[src/rtl/out_display.sv]
// Output register with sequential binary-to-BCD and a 4-digit multiplexed
// common-anode 7-segment driver.
// Optional feature macro: OUT_SIGNED_EN (two's-complement value, minus on digit 3).
// Ports:
//   clk, rst     clock, synchronous active-high reset
//   bus, out_en  data bus and capture strobe (level sampled)
//   value        latched register contents
//   busy         conversion in progress
//   seg, an      segments {g..a} and digit enables, both active-low
module out_display #(
  parameter int REFRESH_DIV = 50000
) (
  input  logic       clk,
  input  logic       rst,
  input  logic [7:0] bus,
  input  logic       out_en,
  output logic [7:0] value,
  output logic       busy,
  output logic [6:0] seg,
  output logic [3:0] an
);

  localparam int DW = (REFRESH_DIV > 1) ? $clog2(REFRESH_DIV) : 1;
  localparam logic [DW-1:0] DIV_MAX = DW'(REFRESH_DIV - 1);
  localparam logic [6:0] BLANK = 7'b1111111;
  localparam logic [6:0] MINUS = 7'b0111111;

  typedef enum logic [1:0] {IDLE, SHIFT, DONE} state_e;

  state_e        state_q, state_d;
  logic [7:0]    value_q, value_d;
  logic [19:0]   sr_q, sr_d;
  logic [2:0]    iter_q, iter_d;
  logic [11:0]   bcd_q, bcd_d;
  logic [DW-1:0] div_q, div_d;
  logic [1:0]    idx_q, idx_d;
  logic [7:0]    mag;

`ifdef OUT_SIGNED_EN
  // 8-bit negate keeps 0x80 as 128
  assign mag = bus[7] ? 8'(~bus + 8'd1) : bus;
`else
  assign mag = bus;
`endif

  // One double-dabble iteration: correct each BCD nibble, then shift
  function automatic logic [19:0] dabble(input logic [19:0] s);
    logic [19:0] r;
    r = s;
    if (r[11:8]  >= 4'd5) r[11:8]  = r[11:8]  + 4'd3;
    if (r[15:12] >= 4'd5) r[15:12] = r[15:12] + 4'd3;
    if (r[19:16] >= 4'd5) r[19:16] = r[19:16] + 4'd3;
    return {r[18:0], 1'b0};
  endfunction

  function automatic logic [6:0] dec7(input logic [3:0] n);
    logic [6:0] s;
    case (n)
      4'd0: s = 7'b1000000;
      4'd1: s = 7'b1111001;
      4'd2: s = 7'b0100100;
      4'd3: s = 7'b0110000;
      4'd4: s = 7'b0011001;
      4'd5: s = 7'b0010010;
      4'd6: s = 7'b0000010;
      4'd7: s = 7'b1111000;
      4'd8: s = 7'b0000000;
      4'd9: s = 7'b0010000;
      default: s = BLANK;
    endcase
    return s;
  endfunction

  // State register
  always_ff @(posedge clk) begin
    if (rst) state_q <= IDLE;
    else     state_q <= state_d;
  end

  // Next state: a capture restarts from any state
  always_comb begin
    state_d = state_q;
    if (out_en) begin
      state_d = SHIFT;
    end else begin
      case (state_q)
        SHIFT:   if (iter_q == 3'd7) state_d = DONE;
        DONE:    state_d = IDLE;
        default: state_d = IDLE;
      endcase
    end
  end

  // Outputs of the FSM
  always_comb begin
    busy = (state_q != IDLE);
  end

  // Datapath and scan next-state
  always_comb begin
    value_d = value_q;
    sr_d    = sr_q;
    iter_d  = iter_q;
    bcd_d   = bcd_q;
    if (out_en) begin
      value_d = bus;
      sr_d    = {12'b0, mag};
      iter_d  = 3'd0;
    end else if (state_q == SHIFT) begin
      sr_d    = dabble(sr_q);
      iter_d  = iter_q + 3'd1;
    end else if (state_q == DONE) begin
      bcd_d   = sr_q[19:8];
    end
    if (div_q == DIV_MAX) begin
      div_d = '0;
      idx_d = idx_q + 2'd1;
    end else begin
      div_d = div_q + DW'(1);
      idx_d = idx_q;
    end
  end

  always_ff @(posedge clk) begin
    if (rst) begin
      value_q <= 8'd0;
      sr_q    <= 20'd0;
      iter_q  <= 3'd0;
      bcd_q   <= 12'd0;
      div_q   <= '0;
      idx_q   <= 2'd0;
    end else begin
      value_q <= value_d;
      sr_q    <= sr_d;
      iter_q  <= iter_d;
      bcd_q   <= bcd_d;
      div_q   <= div_d;
      idx_q   <= idx_d;
    end
  end

  assign value = value_q;
  assign an    = ~(4'b0001 << idx_q);

  always_comb begin
    seg = BLANK;
    unique case (idx_q)
      2'd0: seg = dec7(bcd_q[3:0]);
      2'd1: seg = (bcd_q[11:4] == 8'd0) ? BLANK : dec7(bcd_q[7:4]);
      2'd2: seg = (bcd_q[11:8] == 4'd0) ? BLANK : dec7(bcd_q[11:8]);
      2'd3: begin
`ifdef OUT_SIGNED_EN
        seg = value_q[7] ? MINUS : BLANK;
`else
        seg = BLANK;
`endif
      end
    endcase
  end

endmodule

[config.mk]
export PLATFORM = sky130hd
export DESIGN_NAME = out_display
export DESIGN_NICKNAME = d
export VERILOG_FILES = /design/src/rtl/out_display.sv
export SDC_FILE = /design/constraint.sdc
export NUM_CORES = 1
export LEC_CHECK = 0
export BUFFER_PORTS_ARGS = -buffer_cell sky130_fd_sc_hd__buf_2
export CELL_PAD_IN_SITES_DETAIL_PLACEMENT = 0
export CELL_PAD_IN_SITES_GLOBAL_PLACEMENT = 1
export CORE_MARGIN = 5
export CORE_UTILIZATION = 43
export DETAILED_ROUTE_END_ITERATION = 8
export GPL_ROUTABILITY_DRIVEN = 0
export HOLD_SLACK_MARGIN = 0.1
export PLACE_DENSITY_LB_ADDON = 0.1
export RECOVER_POWER = 100
export SLEW_MARGIN = 20
export SYNTH_ARGS = -nofsm -noshare
export SYNTH_HDL_FRONTEND = slang
export SYNTH_SLANG_ARGS = --single-unit
[constraint.sdc]
create_clock -name clk -period 3.4 [get_ports clk]
set_input_delay 0.17 -clock clk [delete_from_list [all_inputs] [get_ports clk]]
set_output_delay 0.17 -clock clk [all_outputs]
set_load 0.005 [all_outputs]
==> metrics.md <==
| Metric | Value |
|---|---|
| Outcome | `finished clean` |
| Worst vdd ir | `0.000279 V` |
| Arrival time worst endpoint | `2.47 ns` |
| Placed cells | `between 600 and 700` |
| Highest Clock Rate | `between 300 and 400 MHz` |
| Synth Instances | `488` |
| Commonest non-fill, non-tap cell in the layout | `dfxtp_1` |
| First-pass GRT wire length | `~15000 µm` |
| Area Growth Syn to Fin | `11.6%` |
| Number of distinct library cells after synthesis | `47` |
| Crit path required time | `3.23 ns` |
| TritonCTS clock tree | `done` |
| Bufs on Longest Clock Path | `2` |
| Worst Path Class, Setup | `flop to primary output` |
| Syn nets | `528` |
| Critical-path top delay cell | `nor4_1` |
| Area of the multi-input gates | `2290 µm²` |
| Avg Cell Area, Syn | `8.66 µm²` |
| Slew @ Worst Pin | `1.08 ns` |
| DP Wirelength | `6140 µm` |
| Crit path time final | `about 2.6 ns` |
| Async set or reset register ratio after synthesis | `0` |
| Total power draw | `1.88 mW` |
| Average wire per standard cell | `13.5 µm` |
| Synth Cell Area | `4220 µm²` |
| Initial antenna violation count | `0` |
| FP Rows | `36` |
| Commonest non-fill, non-tap cells in the layout | `84 x dfxtp_1, 56 x a21oi_1, 53 x nand2_1` |
| CORE AREA | `just under 10000 µm²` |
| DRC viols | `0` |
| Most used DFF post-synth | `dfxtp_1` |
| Final hold viol count | `0` |
| Die Ht | `109 µm` |
| Max-Slew Margin vs Limit | `0.272` |
| Final Cycle Share | `0.777` |
| DR iter-0 viols | `144` |
| Detail Route Antenna Nets | `0` |
| Path category of the worst min-delay check | `primary input to flop` |
| Vias | `roughly 3.4k` |
| Critical Path End Type | `primary output` |
| Yosys warns | `0` |
| Pwr Density | `399 nW/µm²` |
| CP Max Fanout | `8` |
| Vias per Instance | `between 5 and 6` |
| Max-slew violations | `0` |
| Tot GR Track Use | `0.159` |
| Layout cell share with drive strength beyond 1 | `0.0803` |
| Clk_lat worst skew | `0.36 ns` |
| Vias in the first global route | `~3.3k` |
| Initial core utilization | `0.436` |
| CP bufs+invs | `1` |
| CTS Buf Count | `9` |
| H-tree Lvls | `3` |
| Diode count | `0` |
| EDFF count, synth | `0` |
| RSZ-0062 raised after global routing | `false` |
| Worst path cell trace | `nor4_1 -> and2_0 -> o21ai_0 -> a32oi_1 -> clkbuf_1` |
| First-pass iteration count of the detailed router | `5` |
| Routed WL | `a little under 9000 µm` |
| Fillcell total | `965` |
| Flip-flop and latch area | `1680 µm²` |
| # setup viols final | `0` |
| Leakage power total | `1.74 nW` |
| TNS Setup | `0 ns` |
| Clk root buf | `clkbuf_8` |
| IO Pins | `31` |
| Grt ovf | `0` |
| Flops & latches, synth | `84` |
| Largest net degree at the start of global routing | `62` |
| Clk slew on worst S/H paths | `0.09 ns` |
| Die Span X | `roughly 110 µm` |
| Seq/Total Area, Yosys | `0.398` |
| Clock sinks | `84` |
| Final Net Count | `~560` |
| Buffers on Ports | `30` |
| Resize count post-CTS | `0` |
| Max-Cap Viols | `0` |
| Slowest cell delay on critical path | `0.92 ns` |
| Fin cells | `656` |
| CP delay by family, top | `simple AND/OR/NAND/NOR gates` |
| Crit start category | `flop` |
| Worst Clk Skew | `0.0166 ns` |
| Die area | `11900 µm²` |
==> synthesized netlist by cell type, types with 4 or more instances <==
cell      count  area share
inv_1        32       0.028
xnor2_1      15       0.031
nand2_1      53       0.047
nand2b_1     20       0.030
buf_2         5      0.0059
nor2b_1      13       0.019
a21o_1        7       0.012
or3_1         7       0.010
nor2_1       31       0.028
xor2_1        4      0.0083
o21ai_0      21       0.025
ha_1         29       0.086
mux2i_1      16       0.038
clkbuf_1     11      0.0098
nor3_1        4      0.0047
nor4_1        5      0.0074
nand3_1       5      0.0059
nand4_1       5      0.0074
dfxtp_1      84        0.40
a32oi_1       8       0.017
a21oi_1      56       0.066
nand3b_1      7       0.012
a22o_1        6       0.012
==> per-layer routing <==
| metal | global-route usage | routed length (µm) | up-vias |
|---|---|---|---|
| li1 | - | - | 1745 |
| met1 | 0.189 | 4060 | 1555 |
| met2 | 0.272 | 4410 | 49 |
| met3 | 0.0414 | 227 | 17 |
| met4 | 0.0649 | 161 | 0 |
| met5 | 0 | 0 | - |
==> repair_timing <==
item / 4_1_cts / 5_1_grt
hold buffers: 8 / 0
setup buffers: 0 / 0
hold endpoints to repair: 16 / 0
==> worst register-to-register path: stages, from the launching register on <==
cell and delay (ns):
dfxtp_1 0.41, nor3b_1 0.21, buf_4 0.33, mux2i_1 0.48, inv_1 0.24, nor3_1 0.46
a21oi_1 0.09
==> cells by family (layout without fill, tap and decap cells) <==
| kind of cell | after synthesis | in the layout | share of synthesized area |
|---|---|---|---|
| DFF | 84 | 84 | 0.398 |
| muxes | 16 | 16 | 0.0379 |
| xor gates and xnor gates | 19 | 19 | 0.0394 |
| and+or+nand+nor | 174 | 174 | 0.224 |
| AOI/OAI and AO/OA | 112 | 112 | 0.159 |
| adders and majority gates | 29 | 29 | 0.0859 |
| buffers and inverters | 54 | 89 | 0.0557 |
==> where the power goes <==
group	internal (mW)	switching [mW]
Clock	0.437	0.359
Sequential	0.998	0.00957
Combinational	0.0317	0.0473
==> worst paths after layout <==
| check | start | end | slack, ns | cells after the start |
|---|---|---|---|---|
| hold / removal | out_en | state_q[0] | 0.29 | 3 |
| hold reg to reg | div_q[0] | div_q[0] | 0.47 | 1 |
| setup reg to reg | state_q[1] | flop | 1.04 | 6 |
| setup / recovery | bcd_q[11] | seg[1] | 0.76 | 5 |
==> cell type report <==
| cell class | instances | area share |
|---|---|---|
| Multi-Input combinational cell | 350 | 0.486 |
| Clock buffer | 11 | 0.0300 |
| Inverter | 33 | 0.0263 |
| Timing Repair Buffer | 40 | 0.0483 |
| Clock inverter | 5 | 0.0175 |
| Tap cell | 133 | 0.0353 |
| Sequential cell | 84 | 0.357 |
==> stage by stage <==
step           hold slack [ns]  instance area, µm²  setup slack [ns]   util
3_5_place_dp             0.450                4450              1.10  0.459
4_1_cts                  0.265                4750             0.782  0.491
5_1_grt                  0.288                4720             0.525  0.487
6_report                 0.285                4720             0.759  0.487
3_3_place_gp             0.437                4450              1.14  0.459
2_1_floorplan            0.329                4220              1.34      -
(Power assumes the default switching activity.)
